File: src/rtl/accu_window.sv
// accu_window: multi-channel tumbling-window accumulator.
//
// Each of n_ch channels sums win_len accepted samples, either as a signed
// sum (mode=0) or as a sum of magnitudes (mode=1). The mode is captured with
// the first sample of every window, so changing it mid-window only affects
// the next window. When the last sample of a window is accepted, the full
// window sums are written to dout and data_valid pulses for one cycle. dout
// then holds until the next window completes.
//
// Ports:
//   clk         system clock, rising edge
//   rst         asynchronous, active-low reset
//   en          sample strobe; din accepted on a rising clk edge while en=1
//   clr         synchronous window abort; drops partial sums and count
//   mode        0 = signed sum, 1 = sum of absolute values
//   din         packed signed samples, channel k at [k*input_width +: input_width]
//   dout        packed signed window results, channel k at [k*output_width +: output_width]
//   data_valid  one-cycle pulse in the cycle dout carries a new result
//   sample_cnt  number of samples accepted so far in the current window
module accu_window #(
   parameter int unsigned input_width = 37,
   parameter int unsigned n_ch        = 4,
   parameter int unsigned win_len     = 256,
   // One extra bit over the bit-growth of win_len additions leaves room for
   // win_len * 2^(input_width-1), the largest magnitude sum.
   localparam int unsigned output_width = input_width + $clog2(win_len) + 1,
   localparam int unsigned cnt_width    = $clog2(win_len)
) (
   input  logic                         clk,
   input  logic                         rst,
   input  logic                         en,
   input  logic                         clr,
   input  logic                         mode,
   input  logic [n_ch*input_width-1:0]  din,
   output logic [n_ch*output_width-1:0] dout,
   output logic                         data_valid,
   output logic [cnt_width-1:0]         sample_cnt
);

   localparam logic [cnt_width-1:0] last_cnt = cnt_width'(win_len - 1);

   // Architectural state.
   logic signed [output_width-1:0] acc_q  [n_ch];
   logic signed [output_width-1:0] acc_d  [n_ch];
   logic signed [output_width-1:0] dout_q [n_ch];
   logic signed [output_width-1:0] dout_d [n_ch];
   logic [cnt_width-1:0]           cnt_q, cnt_d;
   logic                           mode_q, mode_d;
   logic                           valid_q, valid_d;

   // Per-channel contribution of the sample currently on din.
   logic signed [output_width-1:0] contrib [n_ch];

   logic first_sample;
   logic last_sample;
   logic eff_mode;

   assign first_sample = (cnt_q == '0);
   assign last_sample  = (cnt_q == last_cnt);

   // The first sample of a window is accumulated in the same edge that latches
   // the mode, so it must already use the live mode input.
   assign eff_mode = first_sample ? mode : mode_q;

   for (genvar k = 0; k < n_ch; k++) begin : g_ch
      logic signed [input_width-1:0]  smp;
      logic signed [output_width-1:0] smp_ext;

      assign smp     = din[k*input_width +: input_width];
      assign smp_ext = {{(output_width - input_width){smp[input_width-1]}}, smp};

      // Negation is done after widening, so the most negative input maps to
      // +2^(input_width-1) instead of wrapping back to itself.
      assign contrib[k] = (eff_mode && smp[input_width-1]) ? -smp_ext : smp_ext;

      assign dout[k*output_width +: output_width] = dout_q[k];
   end

   // Next-state logic. clr takes priority over en, so a sample presented
   // together with clr is discarded even on the window-completing edge.
   always_comb begin
      acc_d   = acc_q;
      dout_d  = dout_q;
      cnt_d   = cnt_q;
      mode_d  = mode_q;
      valid_d = 1'b0;

      if (clr) begin
         for (int k = 0; k < n_ch; k++) begin
            acc_d[k] = '0;
         end
         cnt_d = '0;
      end else if (en) begin
         if (first_sample) begin
            mode_d = mode;
         end

         if (last_sample) begin
            // Window complete: publish the totals and restart with no idle
            // cycle, so back-to-back windows pulse every win_len samples.
            for (int k = 0; k < n_ch; k++) begin
               dout_d[k] = acc_q[k] + contrib[k];
               acc_d[k]  = '0;
            end
            cnt_d   = '0;
            valid_d = 1'b1;
         end else begin
            for (int k = 0; k < n_ch; k++) begin
               acc_d[k] = acc_q[k] + contrib[k];
            end
            cnt_d = cnt_q + cnt_width'(1);
         end
      end
   end

   always_ff @(posedge clk or negedge rst) begin
      if (!rst) begin
         for (int k = 0; k < n_ch; k++) begin
            acc_q[k]  <= '0;
            dout_q[k] <= '0;
         end
         cnt_q   <= '0;
         mode_q  <= 1'b0;
         valid_q <= 1'b0;
      end else begin
         for (int k = 0; k < n_ch; k++) begin
            acc_q[k]  <= acc_d[k];
            dout_q[k] <= dout_d[k];
         end
         cnt_q   <= cnt_d;
         mode_q  <= mode_d;
         valid_q <= valid_d;
      end
   end

   assign data_valid = valid_q;
   assign sample_cnt = cnt_q;

endmodule

File: config.mk
export PLATFORM = sky130hd
export DESIGN_NAME = accu_window
export DESIGN_NICKNAME = d
export VERILOG_FILES = /design/src/rtl/accu_window.sv
export SDC_FILE = /design/constraint.sdc
export NUM_CORES = 1
export LEC_CHECK = 0
export ABC_AREA = 1
export BUFFER_PORTS_ARGS = -buffer_cell sky130_fd_sc_hd__buf_2
export CORE_MARGIN = 1.5
export CORE_UTILIZATION = 55
export DETAILED_ROUTE_END_ITERATION = 12
export GPL_ROUTABILITY_DRIVEN = 0
export PLACE_DENSITY = 0.75
export SYNTH_ARGS = -nofsm -noshare
export SYNTH_HDL_FRONTEND = slang
export SYNTH_SLANG_ARGS = --single-unit
File: constraint.sdc
create_clock -name clk -period 6.4 [get_ports clk]
set_input_delay 0.32 -clock clk [delete_from_list [all_inputs] [get_ports clk]]
set_output_delay 0.32 -clock clk [all_outputs]
set_load 0.01 [all_outputs]
* After elaboration in Yosys (flattened, before gate mapping)
Index checks and enable logic that the tools add are counted.
Storage, ports and cells: bits in registers 378, input bits 153, output and inout port bits 193
Cells by class: $add $sub $neg 9, equal/unequal tests 1, mux-type cells 14, bitwise operators 1, reduce and logical (&&, ||, !) cells 8
Operators with widths (number):
- two-way mux 184 bit | 3
- adder 46 bit | 4
- two-way mux 46 bit | 4
- negation 37 -> 46 bit | 4
- two-way mux 8 bit | 3
- adder 8 x 1 -> 8 bit (second input constant) | 1
- == test 8 bit (second input constant) | 1
- logical NOT 8 bit | 1
- logical AND 1 bit | 4
- two-way mux 1 bit | 4
- AND reduction 3 bit | 1
- AND reduction 2 bit | 1
- nonzero test 2 bit | 1
- NOT 1 bit | 1

* Logic depth before layout (Yosys ltp)
Gate-level depths: netlist (run 1).
depth after elaboration 8, depth in mapped cells 27, gate-level depth less buffers 27

* Worst setup path after synthesis (run 1)
OpenSTA, ideal clock, no wires.
kind register to register, from reg cnt_q[0], in the netlist sample_cnt[0], to reg acc_q[118] (netlist bit), library setup time 0.117 ns, arrival 3.003 ns, path slack 3.279 ns, cell stages (with the launch flop) 23, clock period less this slack 3.121 ns, path through dfrtp_1 -> inv_1 -> ha_1 -> nand2_1 -> nor2_2 -> nand2_1 -> nand2_1 -> nand2_4 -> nor2_8 -> inv_2 -> buf_6 -> a21oi_1 -> xor2_1 -> ha_1 -> nand2_1 -> inv_1 -> a21oi_1 -> inv_1 -> a21oi_1 -> nand3_1 -> or2_2 -> nand3_1 -> nand2_1
Between the ends: cells in the longest elaborated chain, start to end 8, elaborated cells between the ends (all ways) 9, classes of those cells add/sub: 1; eq/ne: 1; mux: 5; reduce/logical: 2
Ends and longest elaborated chain:
- start, declared | line 47 | logic [cnt_width-1:0] cnt_q, cnt_d;
- start signal, assigned | line 130 | cnt_q <= cnt_d;
- logical NOT 8 bit | line 58 | assign first_sample = (cnt_q == '0);
- two-way mux 1 bit
- logical AND 1 bit | line 74 | assign contrib[k] = (eff_mode && smp[input_width-1]) ? -smp_ext : smp_ext;
- two-way mux 46 bit | line 74
- adder 46 bit | line 109 | acc_d[k] = acc_q[k] + contrib[k];
- two-way mux 184 bit * | line 98 | if (last_sample) begin
- two-way mux 184 bit * | line 93 | end else if (en) begin
- two-way mux 184 bit * | line 88 | if (clr) begin
- end signal, assigned by index | line 127 | acc_q[k] <= acc_d[k];
- end, declared | line 43 | logic signed [output_width-1:0] acc_q [n_ch];
Mark *: on every way between the ends. The rest lies on a longest branch, timed or not. The select of a mux whose other input is x is not followed. A chain may end at the register's enable or synchronous reset.

* Final worst setup path (run 1)
from reg cnt_q[0], in the netlist sample_cnt[0], to reg dout_q, in the netlist dout[117]
Between the ends: cells in the longest elaborated chain, start to end 5, elaborated cells between the ends (all ways) 7, classes of those cells add/sub: 1; eq/ne: 1; mux: 2; reduce/logical: 3
Ends and longest elaborated chain:
- logical NOT 8 bit | line 58
- two-way mux 1 bit
- logical AND 1 bit | line 74
- two-way mux 46 bit | line 74
- adder 46 bit | line 102 | dout_d[k] = acc_q[k] + contrib[k];
- end signal, assigned by index | line 128 | dout_q[k] <= dout_d[k];
- end, declared | line 45 | logic signed [output_width-1:0] dout_q [n_ch];
Parallel ways exist; a longest one is shown, timed or not.

==> results of run 1 <==
-- layout make-up --
cell class / instances / area share, %
well taps: 782 / 2.597
clock inverters: 17 / 0.4782
flip-flops and latches: 378 / 25.11
inverters: 930 / 9.293
clock buffers: 64 / 3.497
repair buffers: 358 / 4.949
diodes: 1 / 0.006642
multi-input cells: 4094 / 54.07
-- layout by cell type, fill, tap and decap left out, types with 7 or more instances in the layout --
cell,instances
dfrtp_1,378
nand3b_1,51
or2_2,20
clkbuf_16,45
buf_2,344
nand3_1,438
o21ai_0,164
nor4_1,24
xnor2_1,82
inv_1,922
nor3_1,42
buf_4,9
o21bai_1,29
nand4_1,41
a22o_1,9
nor2_1,461
xor2_1,115
o21ai_1,9
clkbuf_8,12
mux2i_1,7
a21oi_1,131
clkbuf_1,7
ha_1,242
clkinv_2,8
and2_1,8
nand2_1,2165
-- routing by layer --
metal | vias to the layer above | GRT usage [%]
met3 | 200 | 5.446
met2 | 1231 | 53.94
met4 | 0 | 12.24
met1 | 15840 | 44.60
met5 | - | 0
li1 | 17570 | -
-- power by group --
part           switching (W)  internal [W]
combinational        0.00376       0.00178
clock                0.00111       0.00155
sequential          0.000247       0.00271
-- final timing paths --
check / startpoint / to / slack (ns) / cells after the start
worst max-delay path: sample_cnt[0] / dout[117] / 2.03 / 22
worst min-delay path: din[111] / acc_q[0] / 0.16 / 4
worst max register to register: sample_cnt[0] / dout[117] / 2.03 / 22
worst min register to register: dout[81] / dout[81] / 0.47 / 2
max in group asynchronous: rst / dout[128] / 4.64 / 3
min in group asynchronous: rst / dout[15] / 0.31 / 2
-- registers in the layout (all words and copies together), names as in the netlist --
register	flops
dout	184
mode_q	1
data_valid	1
acc_q	184
sample_cnt	8
-- critical path, delay by kind of cell (launching register included) --
family	cells	cell delay (ns)
AOI/OAI and AO/OA	1	0.34
xor gates and xnor gates	1	0.43
adders and majority gates	2	0.48
buffers and inverters	2	0.14
and+or+nand+nor	16	2.46
DFF	1	0.41
-- cells in the mapped netlist (all sizes together) (4+ instances only) --
library cell  number
buf               49
mux2i              7
nand3b            51
fa                 4
nor3              46
a22o               9
ha               242
a21oi            131
dfrtp            378
nand3            439
o21bai            29
a31oi              6
o21ai            174
inv              930
xor2             115
nand2           2172
or2               20
nand4             41
nor2             467
xnor2             82
nor4              24
a21o               6
clkbuf            43
a21boi             4
and2               8
-- kinds of logic (layout without fill, tap and decap cells) --
| logic type | count (synthesis) | count (layout) | synth area share [%] |
|---|---|---|---|
| buffers and inverters | 1022 | 1369 | 11.73 |
| multiplexers | 7 | 7 | 0.2074 |
| adder cells (fa/ha/maj) | 246 | 246 | 9.201 |
| flip-flops | 378 | 378 | 28.00 |
| AND/OR/NAND/NOR | 3271 | 3271 | 39.68 |
| XOR/XNOR | 197 | 197 | 5.108 |
| other | 0 | 1 | 0 |
| AO/OA/AOI/OAI | 373 | 373 | 6.071 |
-- through the flow --
| stage | util, % | power, W | instances |
|---|---|---|---|
| floorplan | - | 0.006828 | 5494 |
| global placement | 59.79 | 0.008326 | 6540 |
| detailed placement | 59.79 | 0.008388 | 6540 |
| CTS | 62.30 | 0.01111 | 6623 |
| global route | 62.30 | 0.01201 | 6624 |
| finish | 62.30 | 0.01116 | 6624 |
==> run metrics, run 1 <==
status=complete, no violations; Congestion Overflow GR=0; First-pass DRT Iterations=6; CTS tree=built; Worst path max stage delay=0.68 ns; max_slew headroom=36.78%; Routed Antenna Nets=0; Nets=roughly 6200; post-synth top area share=between 20% and 30%; Max H-tree Level=2; post-synthesis cell count=between 5000 and 6000; leading area contributor after synthesis=dfrtp_1; Netlist cell types=50; Initial Util=between 50% and 60%; setup TNS=0 ns; maximum clock insertion buffer count=3; row count=90; I/O Pins=around 350; IO Port Bufs=345; met2 wire len=about 46000 um; Final Hold Viols=0; Post-Layout Inst Area=37670 um^2; DR top layer=met4; Seq/Total Area, Yosys=approximately 28%; crit path cell chain=inv_1, ha_1, nand2_1, nor2_2, nand2_1, nand2_1, nand2_4, nor2_2, o21ai_1, xnor2_1, ha_1, nand2_1, inv_1, nand2_1, nand2_1, nand2_1, nand2_1, nand2_1, nand3_1, or2_2, nand3_1, nand2_1; post-DR wirelength/cell=approximately 16 um; VDD IR max=around 220 uV; number of global-route vias before repair=between 30000 and 40000; detailed placement HPWL=around 82000 um; 1st-iter DRT viols=2775; DP Area=~36000 um^2; via count=between 30000 and 40000; Slew Limit Fails=0; pwr/cell area=296.3 nW/um^2; Hold Buf Count CTS=2; FILL cells=about 5900; clock latency on the worst-skew pair=around 0.6 ns; Crit. End Element=flip-flop; Top cell by count, worst path=nand2_1; Worst EP arrival=about 5 ns; CTS resizes=0; static leakage=roughly 23 nW; Syn Area/Cell=6.148 um^2; share of layout cells above drive strength 1=between 8 and 9%; synth top area cells=dfrtp_1 28%, nand2_1 24%, inv_1 10%, ha_1 9.0%, nand3_1 6.5%; Core Box Area=roughly 60000 um^2; Async SR Flop Fraction=100.0%; mapped cell area=33780 um^2; WHS=0.1603 ns; WS Path Type=flip-flop to flip-flop; multi-input logic area=20370 um^2; # setup viols final=0; Clock Sinks=around 380; slew at the pin closest to its max-slew limit=0.9483 ns; Register Area=around 9500 um^2; post-layout min period=about 4.4 ns; RSZ-0062 raised after global routing=no; largest net degree at the start of global routing=174; antenna violations before repair=2; WP data required=approximately 6.9 ns; met3 wire length=8325 um; Max Freq=between 200 and 250 MHz; Critical-path top delay cell=nor2_2; CP startpoint kind=flip-flop; area grow syn2layout=11.53%; clock skew=~0.022 ns; Clock transition at path regs=around 0.06 ns; total CTS buffers=44; Synth Register Bits=378; vias per cell=about 5.3; crit share post-route=68.29%; number of max-cap violations=0; ys flop type=dfrtp_1; WL met1=between 40000 and 50000 um; Hold Path Class=input port to flip-flop; WL final=104700 um; Syn. warnings=0; maximum fanout along the worst path=23; first-pass GRT wire length=approximately 170000 um; DRC Markers=0; die width=around 250 um; clock root cell=clkbuf_16; Post-synth EDFFs=0; worst setup margin=between 2 and 2.5 ns; Syn Nets=5893; postcts setup bufs=0; GR Util All Layers=33.24%; Setup Slack @ Placement=between 2 and 2.5 ns; die area=around 63000 um^2; die height=250.8 um
Note: power is estimated with default switching activity, not from simulation.
==> inputs of run 2 (changes only) <==
--- a/config.mk
+++ b/config.mk
@@ -11,7 +11,7 @@
 export CORE_UTILIZATION = 55
 export DETAILED_ROUTE_END_ITERATION = 12
 export GPL_ROUTABILITY_DRIVEN = 0
-export PLACE_DENSITY = 0.75
+export PLACE_DENSITY = 0.78
 export SYNTH_ARGS = -nofsm -noshare
 export SYNTH_HDL_FRONTEND = slang
 export SYNTH_SLANG_ARGS = --single-unit
==> constraint.sdc (replaced) <==
create_clock -name clk -period 3.75 [get_ports clk]
set_input_delay 0.1875 -clock clk [delete_from_list [all_inputs] [get_ports clk]]
set_output_delay 0.1875 -clock clk [all_outputs]
set_load 0.01 [all_outputs]
==> run 2 against run 1 <==
- total power rose by 79%
- clock skew up 0.0024 ns
- global-route usage rose by 0.26 points
- flip-flop and latch count unchanged
- via count is 2.0% higher
- wire length is 2.2% higher
- critical endpoint is now dout[162]
- largest cell class unchanged
- largest power group unchanged
==> run metrics, run 2 (synthesis gave the netlist of run 1 again) <==
Comb pwr share=roughly half; Internal=approximately 0.011 W; die height=roughly 250 um; Slew Limit Fails=0; static leakage=between 20 and 25 nW; die area=62910 um^2; First-pass DRT Iterations=7; RSZ-0062 raised after global routing=yes; Routed Antenna Nets=0; I/O Pins=between 300 and 400; total CTS buffers=44; Reg2Reg Setup Slack=0.14 ns; number of global-route vias before repair=about 33000; FILL cells=5630; number of max-cap violations=0; Sw Share=~46%; Initial Util=a little under three fifths; Max H-tree Level=2; pwr/cell area=slightly above 500 nW/um^2; Clock power frac=between 20% and 30%; vias per cell=5.311; via count=about 36000; worst setup margin=around 0.14 ns; clock root cell=clkbuf_16; first-pass GRT wire length=170700 um; area grow syn2layout=16.46%; largest net degree at the start of global routing=99; 1st-iter DRT viols=between 2000 and 3000; post-layout min period=roughly 3.6 ns; Crit. Startpoint=sample_cnt[1]; maximum fanout along the worst path=16; antenna violations before repair=0; VDD IR max=roughly 360 uV; die width=between 200 and 300 um; post-DR wirelength/cell=16.00 um; CTS tree=built; Hold Crit Start=din[0]; most common cell after layout, fill and taps aside=nand2_1; maximum clock insertion buffer count=3; Clock transition at path regs=~0.06 ns; slew at the pin closest to its max-slew limit=around 0.89 ns; Worst EP arrival=between 4 and 5 ns; crit share post-route=a little over nine tenths; # setup viols final=0; WS Path Type=flip-flop to flip-flop; clock latency on the worst-skew pair=0.60 ns; Hold Path Class=input port to flip-flop; Setup Slack @ Placement=-0.004020 ns; Crit. End Element=flip-flop; DRC Markers=0; Critical-path top delay cell=dfrtp_1; total power=between 0.015 and 0.02 W; detailed placement HPWL=around 83000 um; CP startpoint kind=flip-flop; worst path buffer plus inverter count=4; Top cell by count, worst path=nand2_1; Max Freq=around 280 MHz; Final Hold Viols=0; share of layout cells above drive strength 1=around an eighth; Largest delay share family, worst path=simple AND/OR/NAND/NOR gates; Core Box Area=just over 60000 um^2; commonest non-fill, non-tap cells in the layout=2131 x nand2_1, 922 x inv_1, 402 x nand3_1; row count=90; max_slew headroom=40.80%; GR Util All Layers=around 34%; status=complete, no violations; WL final=107000 um; Nets=~6300; Sequential Power Share=25.4%; Clock Sinks=roughly 380; crit path cell chain=inv_1, ha_1, nand2_1, nor2_4, nand2_1, nand2_2, nand2_4, buf_12, nand2_2, buf_12, nor2_2, a21oi_1, xnor2_1, ha_1, nand2_2, inv_1, nand2_1, nand2_1, a21oi_1, nand3_2, nor2_1, nand3b_1, nand2_1; Worst path max stage delay=between 0.3 and 0.4 ns; WP data required=roughly 4.2 ns; switching pwr=roughly 0.0091 W; clock skew=about 0.024 ns; IO Port Bufs=345; Critical R2R Launch=sample_cnt[1]; Congestion Overflow GR=0
## run 2: cell types whose count changed in the layout (fill, tap and decap cells not counted), moves of 16 or more
cell | before | now
nand3_1 | 438 | 402
ha_1 | 242 | 226
nand3_2 | 1 | 33
nor2_2 | 2 | 70
a21oi_2 | 0 | 34
nor2_1 | 461 | 380
buf_4 | 9 | 62
nand2_2 | 6 | 39
nand2_1 | 2165 | 2131
a21oi_1 | 131 | 97
## run 2: power by group through the flow
stage	Sequential, W	Combinational [W]	Clock [W]
2_1_floorplan	0.00502	0.00664	0
3_3_place_gp	0.00509	0.00926	0
3_5_place_dp	0.00510	0.00942	0
4_1_cts	0.00504	0.00949	0.00466
5_1_grt	0.00513	0.0115	0.00479
6_report	0.00506	0.0103	0.00458
## run 2: worst paths after layout
| kind | depth (start not counted) | to |
|---|---|---|
| worst max-delay path | 23 | dout[162] |
| worst min register to register | 2 | dout[50] |
| worst max register to register | 23 | dout[162] |
| max in group asynchronous | 3 | acc_q[76] |
| min in group asynchronous | 2 | dout[18] |
| worst min-delay path | 4 | acc_q[138] |
## run 2: through the flow
stage / hold WS [ns] / util, % / instance area, um^2 / instances / TNS (ns)
after floorplan: -0.1081 / - / 33780 / 5494 / 0
after global placement: 0.2374 / 60.71 / 36710 / 6594 / 0
after detailed placement: 0.2315 / 60.71 / 36710 / 6594 / -0.006543
after CTS: 0.005047 / 63.25 / 38250 / 6676 / 0
after global routing: 0.06698 / 65.05 / 39340 / 6688 / -1.432
final: 0.03215 / 65.05 / 39340 / 6689 / 0
## run 2: repair_timing
| item | CTS | global route |
|---|---|---|
| endpoints found under the setup margin | 3 | 265 |
| cloned | 0 | 0 |
| hold buffers | 2 | 0 |
| pin swaps | 0 | 28 |
| endpoints found under the hold margin | 73 | 0 |
| resized for setup | 2 | 260 |
| setup buffers | 0 | 12 |
## run 2: layer usage
layer  track usage (%)  share of wire (%)  vias to the layer above
met3             4.608                7.9                      291
met5                 0                  0                        -
met4             14.82                4.7                        0
met1             44.71                 43                    16170
li1                  -                  -                    17690
met2             54.21                 45                     1382
## run 2: area by class of cell
cell class	count	area, um^2	area share (%)
Inverter	930	3511	8.925
Clock inverter	16	220.2	0.5598
Tap cell	782	978.4	2.487
Sequential cell	378	9459	24.05
Antenna cell	1	2.502	0.006361
Timing Repair Buffer	424	2514	6.390
Multi-Input combinational cell	4094	21370	54.31
Clock buffer	64	1287	3.273
## run 2: worst min-delay path, delay by kind of cell
kind / cells / cell delay [ns]
AO/OA/AOI/OAI: 1 / 0.14
adder cells (fa/ha/maj): 1 / 0.13
buffers and inverters: 2 / 0.13
